<file path="src/rtl/cpu_pkg.sv">
// Shared types and constants for the PC sequencer and its next-PC selector.
package cpu_pkg;

  typedef enum logic [1:0] {
    FETCH  = 2'd0,
    EXEC   = 2'd1,
    HALTED = 2'd2
  } seq_state_e;

  localparam int          ADDR_W           = 32;
  localparam logic [31:0] PC_STEP          = 32'd4;
  localparam logic [31:0] DEFAULT_RESET_PC = 32'h0000_0000;
  localparam int          JUMP_INDEX_W     = 26;
  localparam int          WORD_SHIFT       = 2;

endpackage

</file>
<file path="src/rtl/next_pc_select.sv">
// Combinational next-PC priority mux: JR, then J/JAL, then taken branch, then PC+4.
module next_pc_select
  import cpu_pkg::*;
(
  input  logic [ADDR_W-1:0]       pc_plus4_i,
  input  logic                    branch_taken_i,
  input  logic [ADDR_W-1:0]       branch_offset_i,
  input  logic                    jump_i,
  input  logic [JUMP_INDEX_W-1:0] jump_index_i,
  input  logic                    jump_reg_i,
  input  logic [ADDR_W-1:0]       jump_reg_target_i,
  output logic [ADDR_W-1:0]       next_pc_o,
  output logic                    misaligned_o
);

  logic [ADDR_W-1:0] branchTarget;
  logic [ADDR_W-1:0] jumpTarget;

  // Both targets wrap modulo 2^32; the region bits come from PC+4, not PC.
  assign branchTarget = pc_plus4_i + (branch_offset_i << WORD_SHIFT);
  assign jumpTarget   = {pc_plus4_i[ADDR_W-1:ADDR_W-4], jump_index_i, 2'b00};
  assign misaligned_o = jump_reg_i && (jump_reg_target_i[1:0] != 2'b00);

  always_comb begin
    next_pc_o = pc_plus4_i;
    if (jump_reg_i) begin
      next_pc_o = jump_reg_target_i;
    end else if (jump_i) begin
      next_pc_o = jumpTarget;
    end else if (branch_taken_i) begin
      next_pc_o = branchTarget;
    end
  end

endmodule

</file>
<file path="src/rtl/pc_sequencer.sv">
// Program counter owner: fetch/execute handshake FSM, stall handling and halt/address-error capture.
module pc_sequencer
  import cpu_pkg::*;
#(
  parameter logic [31:0] RESET_PC = DEFAULT_RESET_PC,
  parameter int          ADDR_W   = 32
) (
  input  logic                    clk,
  input  logic                    reset,
  output logic                    imem_req,
  output logic [ADDR_W-1:0]       imem_addr,
  input  logic                    imem_ready,
  output logic                    instr_valid,
  input  logic                    stall,
  input  logic                    branch_taken,
  input  logic [ADDR_W-1:0]       branch_offset,
  input  logic                    jump,
  input  logic [JUMP_INDEX_W-1:0] jump_index,
  input  logic                    jump_reg,
  input  logic [ADDR_W-1:0]       jump_reg_target,
  input  logic                    halt,
  output logic [ADDR_W-1:0]       pc,
  output logic [ADDR_W-1:0]       pc_plus4,
  output logic                    halted,
  output logic                    addr_error
);

  seq_state_e        state_q, state_d;
  logic [ADDR_W-1:0] pc_q, pc_d;
  logic              addrError_q, addrError_d;
  logic [ADDR_W-1:0] nextPc;
  logic              misaligned;
  logic              reqRaw;
  logic              validRaw;

  assign pc_plus4 = pc_q + PC_STEP;

  next_pc_select u_next_pc_select (
    .pc_plus4_i        (pc_plus4),
    .branch_taken_i    (branch_taken),
    .branch_offset_i   (branch_offset),
    .jump_i            (jump),
    .jump_index_i      (jump_index),
    .jump_reg_i        (jump_reg),
    .jump_reg_target_i (jump_reg_target),
    .next_pc_o         (nextPc),
    .misaligned_o      (misaligned)
  );

  always_comb begin
    state_d     = state_q;
    pc_d        = pc_q;
    addrError_d = addrError_q;
    reqRaw      = 1'b0;
    validRaw    = 1'b0;
    unique case (state_q)
      FETCH: begin
        reqRaw = 1'b1;
        if (imem_ready) state_d = EXEC;
      end
      EXEC: begin
        validRaw = 1'b1;
        // A stalled cycle must not observe redirects, so everything below is gated by !stall.
        if (!stall) begin
          if (misaligned) begin
            state_d     = HALTED;
            addrError_d = 1'b1;
          end else if (halt) begin
            state_d = HALTED;
          end else begin
            pc_d    = nextPc;
            state_d = FETCH;
          end
        end
      end
      HALTED: begin
      end
      default: state_d = FETCH;
    endcase
  end

  always_ff @(posedge clk) begin
    if (reset) begin
      state_q     <= FETCH;
      pc_q        <= RESET_PC;
      addrError_q <= 1'b0;
    end else begin
      state_q     <= state_d;
      pc_q        <= pc_d;
      addrError_q <= addrError_d;
    end
  end

  // Handshake outputs are forced low for the whole time reset is held, not just after the edge.
  assign imem_req    = reqRaw & ~reset;
  assign instr_valid = validRaw & ~reset;
  assign imem_addr   = pc_q;
  assign pc          = pc_q;
  assign halted      = (state_q == HALTED);
  assign addr_error  = addrError_q;

endmodule

</file>
<file path="config.mk">
export PLATFORM = sky130hd
export DESIGN_NAME = pc_sequencer
export DESIGN_NICKNAME = d
export VERILOG_FILES = /design/src/rtl/cpu_pkg.sv /design/src/rtl/next_pc_select.sv /design/src/rtl/pc_sequencer.sv
export SDC_FILE = /design/constraint.sdc
export NUM_CORES = 1
export LEC_CHECK = 0
export CAP_MARGIN = 20
export CELL_PAD_IN_SITES_DETAIL_PLACEMENT = 0
export CELL_PAD_IN_SITES_GLOBAL_PLACEMENT = 1
export CORE_MARGIN = 2
export CORE_UTILIZATION = 31
export CTS_BUF_LIST = sky130_fd_sc_hd__clkbuf_4
export DETAILED_ROUTE_END_ITERATION = 10
export PLACE_DENSITY = 0.84
export SLEW_MARGIN = 20
export SYNTH_ARGS = -nofsm -noshare
export SYNTH_HDL_FRONTEND = slang
export SYNTH_SLANG_ARGS = --single-unit
</file>
<file path="constraint.sdc">
create_clock -name clk -period 4.33 [get_ports clk]
set_input_delay 1.0825 -clock clk [delete_from_list [all_inputs] [get_ports clk]]
set_output_delay 1.0825 -clock clk [all_outputs]
set_load 0.01 [all_outputs]
</file>
After elaboration in Yosys (flattened, before gate mapping):

Cells that the tools add are included.

* flip-flop bits (word level): 35
* logic and storage cells: 32

* add/sub/neg operators: 2
* eq/ne operators: 4
* mux-type cells: 10
* bitwise operators: 7
* reduce and logical (&&, ||, !) cells: 6

Operators with widths (number)
* $mux W32: 3
* $add A32 B3 Y32 const B: 1
* $add A32 B32 Y32: 1
* $mux W2: 4
* $pmux W2 S3: 1
* $reduce_and A3 Y1: 2
* $not A1 Y1: 5
* $ne A2 B2 Y1 const B: 2
* $reduce_and A4 Y1: 1
* $and A1 B1 Y1: 2
* $eq A2 B1 Y1 const B: 1
* $eq A2 B2 Y1 const B: 1
* $logic_not A2 Y1: 1
* $mux W1: 2
* $reduce_bool A2 Y1: 1
* $logic_and A1 B1 Y1: 1

Longest topological paths before layout:

Gate-level depths: netlist (run 1).

* depth in word-level cells: 5
* mapped depth: 17

Modules after synthesis:

From an unflattened synthesis (run 1), not the netlist that was laid out.

* cells, all modules: 622
* area total of the unflattened synthesis: 4455.5 um2

Modules (own cells, without submodules)
* next_pc_select: instances 1, cells each 345, area each 2275.9 um2, sequential area each 0.0 um2
* pc_sequencer: instances 1, cells each 277, area each 2179.6 um2, sequential area each 700.7 um2

Worst setup path before layout (run 1):

OpenSTA, ideal clock, no wires.

* kind: register to register
* start point: register pc_q[2], in the netlist imem_addr[2]
* end point: register pc_q[29], in the netlist imem_addr[29]
* library setup time: 0.117 ns
* data arrival time: 3.581 ns
* data required time: 4.213 ns
* slack: 0.632 ns
* stages on the path, launching flop included: 17
* clock period less this slack: 3.698 ns
* path through: dfxtp_1 ha_1 nand4_2 or3_4 nor2_4 nand2_1 xnor2_1 ha_1 clkbuf_1 nand2_1 o21ai_0 nand2b_1 o31ai_4 o21ai_1 xnor2_1 o21ai_1 a32o_1

* cells in the longest elaborated chain, start to end: 5

RTL lines
* start: declaration: RTL line pc_sequencer.sv:29 `logic [ADDR_W-1:0] pc_q, pc_d;`
* start signal: assignment: RTL line pc_sequencer.sv:89 `pc_q <= pc_d;`
* $add A32 B3 Y32: RTL line pc_sequencer.sv:36 `assign pc_plus4 = pc_q + PC_STEP;`
* via pc_plus4[20]: RTL line pc_sequencer.sv:23 `output logic [ADDR_W-1:0] pc_plus4,`
* $add A32 B32 Y32: RTL line next_pc_select.sv:20 `assign branchTarget = pc_plus4_i + (branch_offset_i << WORD_SHIFT);`
* $mux W32: RTL line next_pc_select.sv:30 `end else if (branch_taken_i) begin`
* $mux W32: RTL line next_pc_select.sv:28 `end else if (jump_i) begin`
* $mux W32: RTL line next_pc_select.sv:26 `if (jump_reg_i) begin`

The timed path passes the listed nets, and every way through them passes these cells.
A chain may end at the register's enable or synchronous reset.

Worst setup path in the final report (run 1):

* start point: register pc_q[2], in the netlist imem_addr[2]
* end point: output pc_plus4[28]

* cells in the longest elaborated chain, start to end: 1

RTL lines (RTL line)
* $add A32 B3 Y32: pc_sequencer.sv:36
* end: declaration: pc_sequencer.sv:23

Every way passes these cells.

==> results.sh, run 1 <==
export IMPL_status="completed"
export IMPL_cp_slowest_cell="clkdlybuf4s50_1"
export IMPL_yosysMostFrequentCell="nor2_1"
export IMPL_power_internal_mw=0.5912
export IMPL_grt_overflow=0
export IMPL_synth_top_family_by_area="compound AO/OA/AOI/OAI gates"
export IMPL_clock_sinks=35
export IMPL_synth_top_flop_cell="dfxtp_1"
export IMPL_clk_pin_slew_ps=120
export IMPL_crit_buf_inv=1
export IMPL_synth_seq_cells=35
export IMPL_crit_arrival_ps=3020
export IMPL_htree_levels=2
export IMPL_synth_edf_count=0
export IMPL_final_antenna_net_count=0
export IMPL_power_leakage_nw=2.608
export IMPL_syn_area_mm2=0.004621
export IMPL_endpoint_kind="primary output"
export IMPL_synth_commonest_cells="nor2_1, a21oi_1, nand2_1, ha_1, dfxtp_1"
export IMPL_avgSynthCellArea_um2=7.277
export IMPL_vias=5269
export IMPL_synth_compound_area_frac=0.2694
export IMPL_firstDrtPassIters=5
export IMPL_grt_pass1_wl_mm=27.70
export IMPL_netlist_area_leader_share=0.1516
export IMPL_p_sw_frac=0.3620
export IMPL_grt_start_max_net_pins=40
export IMPL_yosysWarnings=0
export IMPL_reg2regPathDepth=14
export IMPL_synthArstFlopShare=0
export IMPL_grt_total_usage=0.2165
export IMPL_routedWlPerCell_um=18.59
export IMPL_via_per_inst=5.404
export IMPL_wirelength_mm=18.12
export IMPL_crit_start="imem_addr[2]"
export IMPL_cp_depth=8
export IMPL_area_growth_pct=41.73
export IMPL_clk_latency_ps=360
export IMPL_row_count=44
export IMPL_synthAdderAreaFrac=0.1018
export IMPL_initial_core_util=0.3179
export IMPL_root_buffer="clkbuf_4"
export IMPL_clkPwrFrac=0.199
export IMPL_die_h_um=126.1
export IMPL_yosys_area_share_simple=0.2499
export IMPL_period_share=0.9469
export IMPL_tns_ps=0
export IMPL_yosysTopAreaCell="dfxtp_1"
export IMPL_cp_cell_sequence="ha_1 -> nand4_2 -> or3_4 -> nor2_4 -> nand2_1 -> nor2_1 -> xor2_1 -> clkdlybuf4s50_1"
export IMPL_period_needed_ps=4100
export IMPL_io_buffers=195
export IMPL_ys_seq_area_frac=0.1516
export IMPL_r2r_end="imem_addr[23]"
export IMPL_required_ps=3250
export IMPL_post_cts_buffers=0
export IMPL_hold_ws_ps=502.7
export IMPL_dieArea_mm2=0.01590
export IMPL_numCtsBuffers=5
export IMPL_tightest_slew_ps=798.4
export IMPL_die_w_um=126.1
export IMPL_crit_type="flop to primary output"
export IMPL_finalHoldViolations=0
export IMPL_drcViolationCount=0
export IMPL_syn_inst=635
export IMPL_cts_tree="done"
export IMPL_routabilityCongestion=0.9329
export IMPL_cts_hold_fix_buffers=0
export IMPL_core_mm2=0.01453
export IMPL_comb_power_share=0.429
export IMPL_dp_hpwl_mm=14.60
export IMPL_hold_path_class="flop to flop"
export IMPL_cts_resized=0
export IMPL_setup_viol=0
export IMPL_netlist_top_cells_area="dfxtp_1, ha_1, a21oi_1"
export IMPL_cpPeakStageDelay_ps=600
export IMPL_fin_ws_ps=230.1
export IMPL_switching_power_mw=0.3355
export IMPL_reg2reg_from="imem_addr[2]"
export IMPL_pre_cts_ws_ps=176.6
export IMPL_ir_drop_v=0.00008534
export IMPL_maxCapViolCount=0
export IMPL_pwr_share_seq=0.372
export IMPL_rsz0062_at_grt="false"
export IMPL_synth_mux_area_frac=0.01300
export IMPL_drtIter0Drc=316
export IMPL_syn_nets=770
export IMPL_cp_max_fo=7
export IMPL_worstSetupEndpoint="pc_plus4[28]"
export IMPL_relSlewSlack=0.4639
export IMPL_rrSetupSlack_ps=330
export IMPL_ys_types=72
export IMPL_powerDensity_mw_per_mm2=141.5
export IMPL_synthXorXnorAreaFrac=0.09829
export IMPL_layout_drive_gt1_share=0.05949
export IMPL_ios=198
export IMPL_grt_antenna_before_repair=1
export IMPL_grt_pass1_vias=4980
export IMPL_skew_ps=11.08
export IMPL_critPathLaunchType="flop"
export IMPL_critPathTopFamily="simple AND/OR/NAND/NOR gates"
export IMPL_total_power_mw=0.9267
export IMPL_finish_net_count=924
export IMPL_maxSlewViolCount=0
export IMPL_fmax_mhz=243.9
export IMPL_clk_path_buf_depth=2
export IMPL_dp_cells=966
export IMPL_instances_no_fill=975
[worst min path at each step]
stage | endpoint | slack, ps | from | cells after the start
after floorplan | state_q[0] | 460 | state_q[1] | 1
after detailed placement | addr_error | 470 | addr_error | 2
after global routing | imem_addr[1] | 550 | imem_addr[1] | 1
after global placement | addr_error | 450 | addr_error | 2
after CTS | addr_error | 500 | addr_error | 2
final | addr_error | 500 | addr_error | 2
[power groups by stage]
stage | Combinational [mW] | Sequential (mW) | Clock, mW
after floorplan | 0.208 | 0.352 | 0
after global placement | 0.392 | 0.351 | 0
after detailed placement | 0.394 | 0.352 | 0
after CTS | 0.396 | 0.344 | 0.190
after global routing | 0.432 | 0.346 | 0.197
final | 0.398 | 0.345 | 0.184
[cell type report]
class | instances | area (um2)
Clock inverter | 3 | 15.01
Tap cell | 184 | 230.2
Antenna cell | 1 | 2.502
Timing Repair Buffer | 217 | 2117
Clock buffer | 5 | 37.54
Multi-Input combinational cell | 516 | 3392
Sequential cell | 35 | 701.9
Fill cell | 1478 | 7985
Inverter | 14 | 52.55
[placed cells by master, fill, tap and decap left out, types with 3 or more instances in the layout]
cell             Yosys  routed
clkdlybuf4s50_1      0     195
nor2b_1              5       5
xor2_1              29      29
and2_1               6       6
o22ai_1              5       5
a211oi_1            25      25
nand4_1             12      12
o21ai_0             22      22
clkbuf_4             0       5
nor3_1              25      25
mux2i_1              6       6
buf_4               34      22
o21a_1               3       3
clkinv_2             0       3
a221oi_1             3       3
o31ai_1              4       4
nand2b_1             3       3
a21o_1              14      14
ha_1                36      36
dfxtp_1             35      34
or3_1                4       4
xnor2_1             21      20
and3_1              12      12
o21ai_1              5       5
o211ai_1             9       9
nand3_1             28      28
a311oi_1             6       6
nor4_1               3       3
nor2_1              71      71
o21bai_1             5       5
a31oi_1              3       3
nand2_1             51      51
a21oi_1             57      57
inv_1               13      13
[cell families (layout without fill, tap and decap cells)]
group,Yosys count,after routing
other,0,1
buffers and inverters,84,239
flip-flops,35,35
multiplexers,6,6
AO/OA/AOI/OAI,186,186
AND/OR/NAND/NOR,236,236
XOR/XNOR,51,51
adder cells (fa/ha/maj),37,37
[sequential cells by signal, summed over array words and instances, names as in the netlist]
| name | count |
|---|---|
| addr_error | 1 |
| imem_addr | 32 |
| state_q | 2 |
[through the flow]
| stage | utilization | instance area (um2) |
|---|---|---|
| 3_5_place_dp | 0.4462 | 6485 |
| 6_report | 0.4506 | 6549 |
| 5_1_grt | 0.4506 | 6549 |
| 3_3_place_gp | 0.4462 | 6485 |
| 4_1_cts | 0.4498 | 6538 |
| 2_1_floorplan | - | 4621 |
[tightest hold or removal path: stages (launching register included)]
cell and delay (ps):
dfxtp_1 360, a21oi_1 50, nor2_1 70
[per-layer routing]
layer | track usage | vias to the layer above | wire length, um
met4 | 0.04331 | 0 | 222
met2 | 0.3567 | 198 | 8379
met1 | 0.3084 | 2456 | 8411
met5 | 0 | - | 0
met3 | 0.02039 | 12 | 1109
li1 | - | 2603 | -
Note: power is estimated with default switching activity, not from simulation.
==> run 2: changes to the inputs <==
- CELL_PAD_IN_SITES_DETAIL_PLACEMENT: 0 -> unset
- CELL_PAD_IN_SITES_GLOBAL_PLACEMENT: 1 -> unset
- CORE_UTILIZATION: 31 -> 35
- PLACE_DENSITY: 0.84 -> 0.68
==> run 2 against run 1 <==
Critical path depth unchanged. Total power rose by 14%. Non-clock buffer count decreased by 3. Flip-flop and latch count is the same. Largest power group unchanged.
==> results.sh, run 2 (same netlist as run 1, synthesis figures left out) <==
export IMPL_vias=5342
export IMPL_status="completed"
export IMPL_power_leakage_nw=2.610
export IMPL_comb_power_share=0.378
export IMPL_routabilityCongestion=0.9749
export IMPL_die_w_um=118.9
export IMPL_grt_start_max_net_pins=40
export IMPL_relSlewSlack=0.4882
export IMPL_switching_power_mw=0.3426
export IMPL_grt_antenna_before_repair=1
export IMPL_critPathLaunchType="flop"
export IMPL_core_mm2=0.01277
export IMPL_drtIter0Drc=387
export IMPL_rsz0062_at_grt="false"
export IMPL_period_needed_ps=4080
export IMPL_reg2regPathDepth=15
export IMPL_cp_max_fo=7
export IMPL_maxCapViolCount=0
export IMPL_final_common_cell="clkdlybuf4s50_1"
export IMPL_crit_start="imem_addr[2]"
export IMPL_finalHoldViolations=0
export IMPL_grt_pass1_wl_mm=27.92
export IMPL_p_sw_frac=0.3256
export IMPL_numCtsBuffers=5
export IMPL_required_ps=3250
export IMPL_total_power_mw=1.052
export IMPL_fillers=1222
export IMPL_crit_type="flop to primary output"
export IMPL_grt_overflow=0
export IMPL_firstDrtPassIters=7
export IMPL_register_area_um2=703.2
export IMPL_pre_cts_ws_ps=209.0
export IMPL_grt_pass1_vias=5095
export IMPL_reg2reg_from="imem_addr[2]"
export IMPL_endpoint_kind="primary output"
export IMPL_via_per_inst=5.565
export IMPL_finish_net_count=921
export IMPL_min_from="addr_error"
export IMPL_clock_sinks=35
export IMPL_initial_core_util=0.3617
export IMPL_cts_tree="done"
export IMPL_final_cell_mix="clkdlybuf4s50_1, nor2_1, a21oi_1"
export IMPL_pwr_share_seq=0.329
export IMPL_ios=198
export IMPL_cts_hold_fix_buffers=0
export IMPL_io_buffers=195
export IMPL_skew_ps=3.053
export IMPL_root_buffer="clkbuf_4"
export IMPL_htree_levels=2
export IMPL_dp_hpwl_mm=14.30
export IMPL_drcViolationCount=0
export IMPL_fin_ws_ps=249.5
export IMPL_fmax_mhz=245.1
export IMPL_powerDensity_mw_per_mm2=160.0
export IMPL_ir_drop_v=0.0001097
export IMPL_final_antenna_net_count=0
export IMPL_clk_path_buf_depth=2
export IMPL_multi_input_area_mm2=0.003403
export IMPL_clk_pin_slew_ps=120
export IMPL_die_h_um=118.9
export IMPL_tns_ps=0
export IMPL_setup_viol=0
export IMPL_maxSlewViolCount=0
export IMPL_clkPwrFrac=0.294
export IMPL_routedWlPerCell_um=18.83
export IMPL_largest_reg_flops=32
export IMPL_hold_path_class="flop to flop"
export IMPL_tightest_slew_ps=765.0
export IMPL_row_count=41
export IMPL_crit_arrival_ps=3000
export IMPL_layout_drive_gt1_share=0.05972
export IMPL_wirelength_mm=18.08
export IMPL_area_growth_pct=42.32
export IMPL_dieArea_mm2=0.01414
export IMPL_power_internal_mw=0.7097
export IMPL_period_share=0.9424
export IMPL_grt_total_usage=0.2458
export IMPL_holdPathStages=2
export IMPL_clk_latency_ps=350
==> run 2: worst max-delay path: stages, from the launching register on <==
cell             delay, ps
dfxtp_2                410
ha_1                   250
nand4_2                190
or3_4                  460
nor2_4                 180
nand2_1                130
nor2_1                 180
xor2_2                 260
clkdlybuf4s50_1        590
==> run 2: timing repair <==
action | in CTS | in global routing
endpoints found under the hold margin | 0 | 0
buffers inserted | 0 | 0
endpoints found under the setup margin | 0 | 9
gates resized for setup | 0 | 6
==> run 2: area by class of cell <==
| cell class | count | area share |
|---|---|---|
| repair buffers | 214 | 0.3185 |
| multi-input cells | 516 | 0.5175 |
| clock inverters | 3 | 0.01027 |
| diodes | 1 | 0.0003805 |
| well taps | 172 | 0.03272 |
| flip-flops and latches | 35 | 0.1069 |
| clock buffers | 5 | 0.005708 |
| inverters | 14 | 0.007991 |
==> run 2: power by group through the flow <==
stage	clock network, mW	registers (mW)	logic, mW
floorplan	0	0.352	0.208
global placement	0	0.352	0.387
detailed placement	0	0.353	0.391
CTS	0.314	0.346	0.394
global route	0.329	0.348	0.427
finish	0.309	0.346	0.397
==> run 2: path summary, 6_finish.rpt <==
check,to,slack [ps]
max reg2reg,imem_addr[25],350
min reg2reg,addr_error,490
max,pc_plus4[28],250
min,addr_error,490
==> run 2: per-stage QoR <==
step / hold slack, ps / area [um2] / cells / utilization
6_report: 492.4 / 6576 / 960 / 0.5148
5_1_grt: 518.3 / 6576 / 960 / 0.5148
4_1_cts: 504.3 / 6553 / 959 / 0.5130
3_5_place_dp: 470.3 / 6447 / 951 / 0.5048
3_3_place_gp: 468.1 / 6447 / 951 / 0.5048
2_1_floorplan: 464.2 / 4621 / 635 / -
==> run 2: routing by layer <==
metal	wire length, um	global-route usage	vias to the layer above
li1	-	-	2588
met1	8440	0.3463	2525
met2	8284	0.4016	207
met3	1022	0.02299	22
met4	326	0.06176	0
met5	0	0	-
